`src/rtl/regfile_write_scheduler.sv`:
```
// regfile_write_scheduler: round-robin arbiter for the register file write
// port, shared by the ALU writeback (A) and the load unit (B).
// It also keeps a pending-write scoreboard that decode uses for RAW checks.
// Ports:
//   in_a_*, in_b_*  : writeback requests (valid/rd/val)
//   out_*_ready     : grant for the current cycle
//   in_hold         : blocks all grants
//   in_rsv_*        : destination reservation
//   in_rs, in_rt    : hazard queries
//   out_*_busy      : busy bits for the queried sources
//   out_stall       : either queried source is busy
//   out_regwrt, out_rd, out_rdval : registered register file write
module regfile_write_scheduler #(
  parameter int ADDR_W = 6,
  parameter int DATA_W = 32,
  parameter int NREGS  = 64
) (
  input  logic              clk,
  input  logic              in_rst_n,
  input  logic              in_hold,
  input  logic              in_a_valid,
  input  logic [ADDR_W-1:0] in_a_rd,
  input  logic [DATA_W-1:0] in_a_val,
  output logic              out_a_ready,
  input  logic              in_b_valid,
  input  logic [ADDR_W-1:0] in_b_rd,
  input  logic [DATA_W-1:0] in_b_val,
  output logic              out_b_ready,
  input  logic              in_rsv_valid,
  input  logic [ADDR_W-1:0] in_rsv_rd,
  input  logic [ADDR_W-1:0] in_rs,
  input  logic [ADDR_W-1:0] in_rt,
  output logic              out_rs_busy,
  output logic              out_rt_busy,
  output logic              out_stall,
  output logic              out_regwrt,
  output logic [ADDR_W-1:0] out_rd,
  output logic [DATA_W-1:0] out_rdval
);

  typedef enum logic {
    PRIO_A = 1'b0,
    PRIO_B = 1'b1
  } prio_e;

  prio_e             prio_q, prio_d;
  logic [NREGS-1:0]  busy_q, busy_d;
  logic              regwrt_q, regwrt_d;
  logic [ADDR_W-1:0] rd_q, rd_d;
  logic [DATA_W-1:0] rdval_q, rdval_d;

  logic a_gnt;
  logic b_gnt;
  logic both;

  always_comb begin
    both  = in_a_valid & in_b_valid;
    a_gnt = ~in_hold & in_a_valid &
            (~in_b_valid | (prio_q == PRIO_A));
    b_gnt = ~in_hold & in_b_valid &
            (~in_a_valid | (prio_q == PRIO_B));
  end

  always_comb begin
    prio_d   = prio_q;
    busy_d   = busy_q;
    regwrt_d = 1'b0;
    rd_d     = rd_q;
    rdval_d  = rdval_q;

    // Pointer moves only on a contended grant, to the loser.
    if (both && (a_gnt || b_gnt)) begin
      prio_d = a_gnt ? PRIO_B : PRIO_A;
    end

    unique case (1'b1)
      a_gnt: begin
        regwrt_d = 1'b1;
        rd_d     = in_a_rd;
        rdval_d  = in_a_val;
      end
      b_gnt: begin
        regwrt_d = 1'b1;
        rd_d     = in_b_rd;
        rdval_d  = in_b_val;
      end
      default: ;
    endcase

    if (a_gnt || b_gnt) begin
      busy_d[rd_d] = 1'b0;
    end
    // Set after clear: a younger reservation wins.
    if (in_rsv_valid) begin
      busy_d[in_rsv_rd] = 1'b1;
    end
  end

  always_ff @(posedge clk) begin
    if (!in_rst_n) begin
      prio_q   <= PRIO_A;
      busy_q   <= '0;
      regwrt_q <= 1'b0;
      rd_q     <= '0;
      rdval_q  <= '0;
    end else begin
      prio_q   <= prio_d;
      busy_q   <= busy_d;
      regwrt_q <= regwrt_d;
      rd_q     <= rd_d;
      rdval_q  <= rdval_d;
    end
  end

  assign out_a_ready = a_gnt;
  assign out_b_ready = b_gnt;
  assign out_rs_busy = busy_q[in_rs];
  assign out_rt_busy = busy_q[in_rt];
  assign out_stall   = out_rs_busy | out_rt_busy;
  assign out_regwrt  = regwrt_q;
  assign out_rd      = rd_q;
  assign out_rdval   = rdval_q;

endmodule

```
`config.mk`:
```
export PLATFORM = sky130hd
export DESIGN_NAME = regfile_write_scheduler
export DESIGN_NICKNAME = d
export VERILOG_FILES = /design/src/rtl/regfile_write_scheduler.sv
export SDC_FILE = /design/constraint.sdc
export NUM_CORES = 1
export LEC_CHECK = 0
export ABC_AREA = 1
export CAP_MARGIN = 20
export CORE_ASPECT_RATIO = 1.5
export CORE_UTILIZATION = 35
export DETAILED_ROUTE_END_ITERATION = 6
export GPL_ROUTABILITY_DRIVEN = 0
export HOLD_SLACK_MARGIN = 0.1
export PLACE_DENSITY = 0.56
export SLEW_MARGIN = 20
export SYNTH_ARGS = -nofsm -noshare
export SYNTH_HDL_FRONTEND = slang
export SYNTH_SLANG_ARGS = --single-unit
```
`constraint.sdc`:
```
create_clock -name clk -period 2.4 [get_ports clk]
set_clock_uncertainty 0.1 [all_clocks]
set_input_delay 0.36 -clock clk [delete_from_list [all_inputs] [get_ports clk]]
set_output_delay 0.36 -clock clk [all_outputs]
set_load 0.02 [all_outputs]
```
==> results of run 1 <==
state kept, by name, summed over array words and instances (netlist names):
register	count
busy_q	64
out_rdval	32
out_rd	6
out_regwrt	1
prio_q	1
path summary, 6_finish.rpt:
kind	startpoint	to	slack [ns]	depth (start not counted)
worst max-delay path	in_rt[0]	out_stall	0.12	15
worst min-delay path	out_rdval[16]	out_rdval[16]	0.38	2
worst max register to register	prio_q	busy_q[8]	0.50	9
worst min register to register	out_rdval[16]	out_rdval[16]	0.38	2
routing by layer:
metal  share of wire [%]  global-route usage [%]  vias up
met4                 3.4                    9.53        0
met2                  51                    46.0      249
met3                 7.2                    6.45       42
met5                   0                       0        -
li1                    -                       -     3411
met1                  38                    27.8     2984
synthesized netlist by cell type (7+ instances only):
master / instances / area share, %
o21ai_1: 23 / 2.0
inv_2: 8 / 0.52
dfxtp_1: 104 / 36
inv_1: 36 / 2.3
a21oi_1: 66 / 5.7
nand2_1: 300 / 19
nor3_1: 12 / 1.0
nand2_2: 7 / 0.75
o21ai_0: 82 / 7.1
nor2_1: 58 / 3.8
nand3_1: 147 / 13
clkbuf_1: 38 / 2.5
what timing repair did:
| item | CTS | global route |
|---|---|---|
| gates cloned | 1 | 1 |
| setup endpoints to repair | 4 | 4 |
| buffers inserted | 0 | 2 |
| resized for setup | 16 | 11 |
worst reg2reg max path, delay by kind of cell (launching register included):
kind	cells	cell delay [ns]
compound gates	2	0.32
buf+inv	2	0.24
flops	1	0.32
simple gates	5	0.77
logic make-up after synthesis:
| group | synth area share [%] |
|---|---|
| and+or+nand+nor | 42.6 |
| AOI/OAI and AO/OA | 15.0 |
| DFF | 35.9 |
| buffers and inverters | 6.53 |
layout make-up:
class                      instances  area, sq um  area share, %
multi-input combinational        728         3350           40.6
inverter                          45          171           2.08
sequential                       104         2080           25.3
tap                              206          258           3.13
timing repair buffer             211         2090           25.4
clock buffer                       9          225           2.73
clock inverter                     7         62.6          0.759
power by group through the flow:
stage / Sequential, mW / Clock [mW] / Combinational, mW
2_1_floorplan: 1.91 / 0 / 0.395
3_3_place_gp: 1.86 / 0 / 0.965
3_5_place_dp: 1.86 / 0 / 0.963
4_1_cts: 1.82 / 1.48 / 0.969
5_1_grt: 1.83 / 1.57 / 1.06
6_report: 1.82 / 1.45 / 0.975
through the flow:
stage	instances	total power, mW	hold WS [ns]	setup WS [ns]	TNS (ns)
CTS	1307	4.27	0.382	0.00355	0
global placement	1290	2.82	0.363	-0.522	-2.12
finish	1310	4.25	0.380	0.119	0
detailed placement	1290	2.82	0.370	-0.533	-2.10
global route	1310	4.45	0.406	-0.0240	-0.0240
floorplan	925	2.31	0.352	0.239	0
cells in the final DEF (no fill, tap or decap), types with 8 or more instances in the layout:
cell             count
nand2_2              8
inv_2               12
buf_4               55
dfxtp_1            104
clkbuf_16           10
o21ai_1             23
clkdlybuf4s50_1    134
nor2_1              58
nand2_1            299
o21ai_0             82
nand3_1            147
inv_1               32
a21oi_1             66
buf_12               9
nor3_1              12
==> qor.yml, run 1 <==
synth_edf_count: 0
drive_gt1_share_pct: 11.9
drtIter0Drc: 345
synth.distinct_cells: 29
die_y_um: 160
dieArea_sq_um: 17100
cp_slowest_stage_delay_ns: 0.28
syn_area_per_cell_sq_um: 6.27
critical_path_arrival_ns: 1.82
fp.dieW_um: 107
wl_um: 21300
max_cap_violations: 0
setup_viol: 0
worstPathCellList: "dlygate4sd2_1, inv_2, buf_12, clkbuf_16, nand2_1, nand3_1, nand3_1, nand2_1, nand2_1, nand3_1, nand3_1, nand2_1, inv_1, nand2_1, buf_2"
vias_per_cell: 5.10
switching_power_mw: 1.29
synth_area_sq_um: 5800
tightestPinTransition_ns: 0.687
cts_buffers: 9
cts.sinks: 104
end_kind: "output pin"
n_antenna_cell: 0
area_growth_pct: 41.9
synth-warning-count: 0
rows: 57
maxSlewViolCount: 0
power_density_nw_per_um2: 515
sw_frac_of_total_pct: 30.4
drc_errors: 0
p_leak_nw: 3.20
grt_usage_pct: 25.3
cp_common_cell: "nand2_1"
grt_pass1_vias: 6457
async_reset_ff_share_pct: 0
hp-class: "flop to flop"
critPathBufInv: 6
grt_overflow: 0
dpl.hpwl_um: 16100
stdcell_area_sq_um: 8240
p_int_mw: 2.96
fin_crit_sh_pct: 95.1
clock_power_share_pct: 34.2
cp.required_ns: 1.94
path_delay_family: "buffers and inverters"
cp_slowest_cell: "dlygate4sd2_1"
grt_max_degree: 66
p_comb_share_pct: 23.0
avgRoutedWirePerCell_um: 16.3
ioPinCount: 144
cts_hold_buf: 0
clkTransAtPathRegs_ns: 0.07
io_buffers: 143
rsz0062_at_grt: "yes"
vias: 6686
slew_headroom_pct: 54.2
peakVddDrop_mv: 0.365
synth_seq_cells: 104
grt_pass1_wl_um: 33800
synth_seq_area_share_pct: 35.9
ant_nets: 0
clk_path_buf_depth: 2
core_area_sq_um: 16200
cts_htree_levels: 3
path_class: "primary input to output pin"
critPathLaunchType: "primary input"
synth_ff_type: "dfxtp_1"
finalHoldViolCount: 0
fin_util_pct: 50.9
first_pass_iters: 5
status: "completed"
fillers: 1638
fin_crit_ns: 2.28
cts_tree: "built"
place_area_sq_um: 7870
fmax_ghz: 0.438
syn_nets: 1025
insertion_delay_ns: 0.35
cp_max_fo: 13
p_seq_share_pct: 42.8
synth_cells: 925
antenna_found_initial: 0
root_buffer: "clkbuf_16"
initial_core_util_pct: 35.9
final_nets: 1199
No activity file was read; power rests on OpenSTA's default activity.
==> run 2, diff against run 1 <==
==> constraint.sdc (replaced) <==
create_clock -name clk -period 2.38 [get_ports clk]
set_clock_uncertainty 0.1 [all_clocks]
set_input_delay 0.357 -clock clk [delete_from_list [all_inputs] [get_ports clk]]
set_output_delay 0.357 -clock clk [all_outputs]
set_load 0.02 [all_outputs]
==> run 2 against run 1 <==
  * Clock-buffer cell count grew 1
  * Critical path depth shrank 3
  * Die area is the same
  * Routed wire length shrank 1.1%
  * Critical endpoint unchanged
==> qor.yml, run 2 (synthesis gave the netlist of run 1 again) <==
status: "completed"
slew_headroom_pct: 52.8  # -1.4 points
cts_buffers: 9  # unchanged
grt_usage_pct: 25.5  # +0.16 points
cts_htree_levels: 3  # unchanged
path_class: "primary input to output pin"
grt_max_degree: 66  # unchanged
fin_util_pct: 51.1  # +0.19 points
clk_path_buf_depth: 2  # unchanged
n_antenna_cell: 0  # unchanged
critical_path_arrival_ns: 1.75  # -0.07 ns
grt_overflow: 0  # unchanged
maxSlewViolCount: 0  # unchanged
die_y_um: 160  # unchanged
critPathBufInv: 5  # -1
dieArea_sq_um: 17100  # unchanged
initial_core_util_pct: 35.9  # unchanged
area_growth_pct: 42.5
cp_slowest_stage_delay_ns: 0.48  # +0.20 ns
end_kind: "output pin"
tightestPinTransition_ns: 0.708  # +0.0215 ns
critPathLaunchType: "primary input"
setup_viol: 0  # unchanged
cp_max_fo: 8  # -5
fillers: 1658  # +1.2%
cts_tree: "built"
totalPowerFinal_mw: 4.39  # +3.3%
vias: 6730  # +0.66%
fp.dieW_um: 107  # unchanged
max_cap_violations: 0  # unchanged
insertion_delay_ns: 0.35  # about the same
preCtsSetupSlack_ns: -0.502  # +0.0315 ns
path_delay_family: "buffers and inverters"
seqCellArea_sq_um: 2080  # unchanged
cts.sinks: 104  # unchanged
cp.required_ns: 1.92  # -0.02 ns
finalHoldViolCount: 0  # unchanged
clkTransAtPathRegs_ns: 0.08  # about the same
cp_slowest_cell: "clkdlybuf4s50_1"
ant_nets: 0  # unchanged
cp_common_cell: "nand2_1"
power_density_nw_per_um2: 530  # +2.9%
place_inst: 1295  # +0.39%
vias_per_cell: 5.13  # +0.50%
worstPathCellList: "clkdlybuf4s50_1, inv_1, buf_12, nand3_1, nand2_1, nand2_1, nand3_1, nand3_1, nand2_1, inv_1, nand2_1, buf_4"
wl_um: 21100  # -1.1%
antenna_found_initial: 0  # unchanged
p_leak_nw: 3.22  # +0.67%
most-common-layout-cells: "300 x nand2_1, 147 x nand3_1, 134 x clkdlybuf4s50_1"
first_pass_iters: 7  # +2
grt_pass1_vias: 6576  # +1.8%
fin_crit_ns: 2.21
rsz0062_at_grt: "no"
drc_errors: 0  # unchanged
fmax_ghz: 0.453
io_buffers: 143  # unchanged
stdcell_count: 1312  # +0.15%
largest_reg_flops: 64  # unchanged
final_common_cell: "nand2_1"
drive_gt1_share_pct: 11.8  # -0.11 points
core_area_sq_um: 16200  # unchanged
regMostFlops: "busy_q"
peakVddDrop_mv: 0.337  # -7.8%
ioPinCount: 144  # unchanged
fin_crit_sh_pct: 92.8
rows: 57  # unchanged
final_nets: 1201  # +0.17%
dpl.hpwl_um: 16000  # -1.1%
avgRoutedWirePerCell_um: 16.1  # -1.3%
root_buffer: "clkbuf_16"
drtIter0Drc: 344  # -0.29%
finalSetupTns_ns: 0  # unchanged
hp-class: "flop to flop"
multiInputGateArea_sq_um: 3340  # about the same
grt_pass1_wl_um: 34300  # +1.5%
setup_ws_ns: 0.171  # +0.0523 ns
-- run 2: final timing paths --
check	slack, ns	endpoint	startpoint	cells past startpoint
setup / recovery	0.17	out_stall	in_rt[2]	12
setup reg to reg	0.48	busy_q[50]	prio_q	10
hold reg to reg	0.38	out_rdval[9]	out_rdval[9]	2
hold / removal	0.38	out_rdval[9]	out_rdval[9]	2
-- run 2: metrics by stage --
| step | cell area (sq um) | hold slack (ns) |
|---|---|---|
| 2_1_floorplan | 5800 | 0.352 |
| 3_3_place_gp | 7930 | 0.364 |
| 4_1_cts | 8240 | 0.381 |
| 5_1_grt | 8270 | 0.391 |
| 6_report | 8270 | 0.377 |
| 3_5_place_dp | 7930 | 0.370 |
-- run 2: area by class of cell --
type                            instances  area share, %
Clock buffer                           10           2.89
Clock inverter                          6          0.893
Inverter                               45           2.07
Multi-Input combinational cell        728           40.4
Sequential cell                       104           25.2
Tap cell                              206           3.12
Timing Repair Buffer                  213           25.4
-- run 2: routing by layer --
layer | global-route usage (%) | wire length (um)
met2 | 46.2 | 10800
met3 | 5.67 | 1460
met1 | 28.9 | 8260
met5 | 0 | 0
met4 | 8.59 | 546
-- run 2: power by group --
part	switching, mW	leakage [nW]	internal, mW	total [mW]
clock network	0.710	0.154	0.859	1.57
logic	0.534	2.23	0.449	0.982
registers	0.0357	0.846	1.80	1.83
total	1.28	3.22	3.11	4.39
-- run 2: worst min-delay path, delay by kind of cell (launching register included) --
kind	cells	cell delay [ns]
AOI/OAI and AO/OA	1	0.05
DFF	1	0.31
and+or+nand+nor	1	0.07
-- run 2: repair_timing --
action	in CTS	in global routing
setup endpoints to repair	3	5
hold endpoints to repair	0	0
gates cloned	0	1
hold buffers	0	0
pin swaps	0	0
gates resized for setup	15	8
setup buffers	0	0
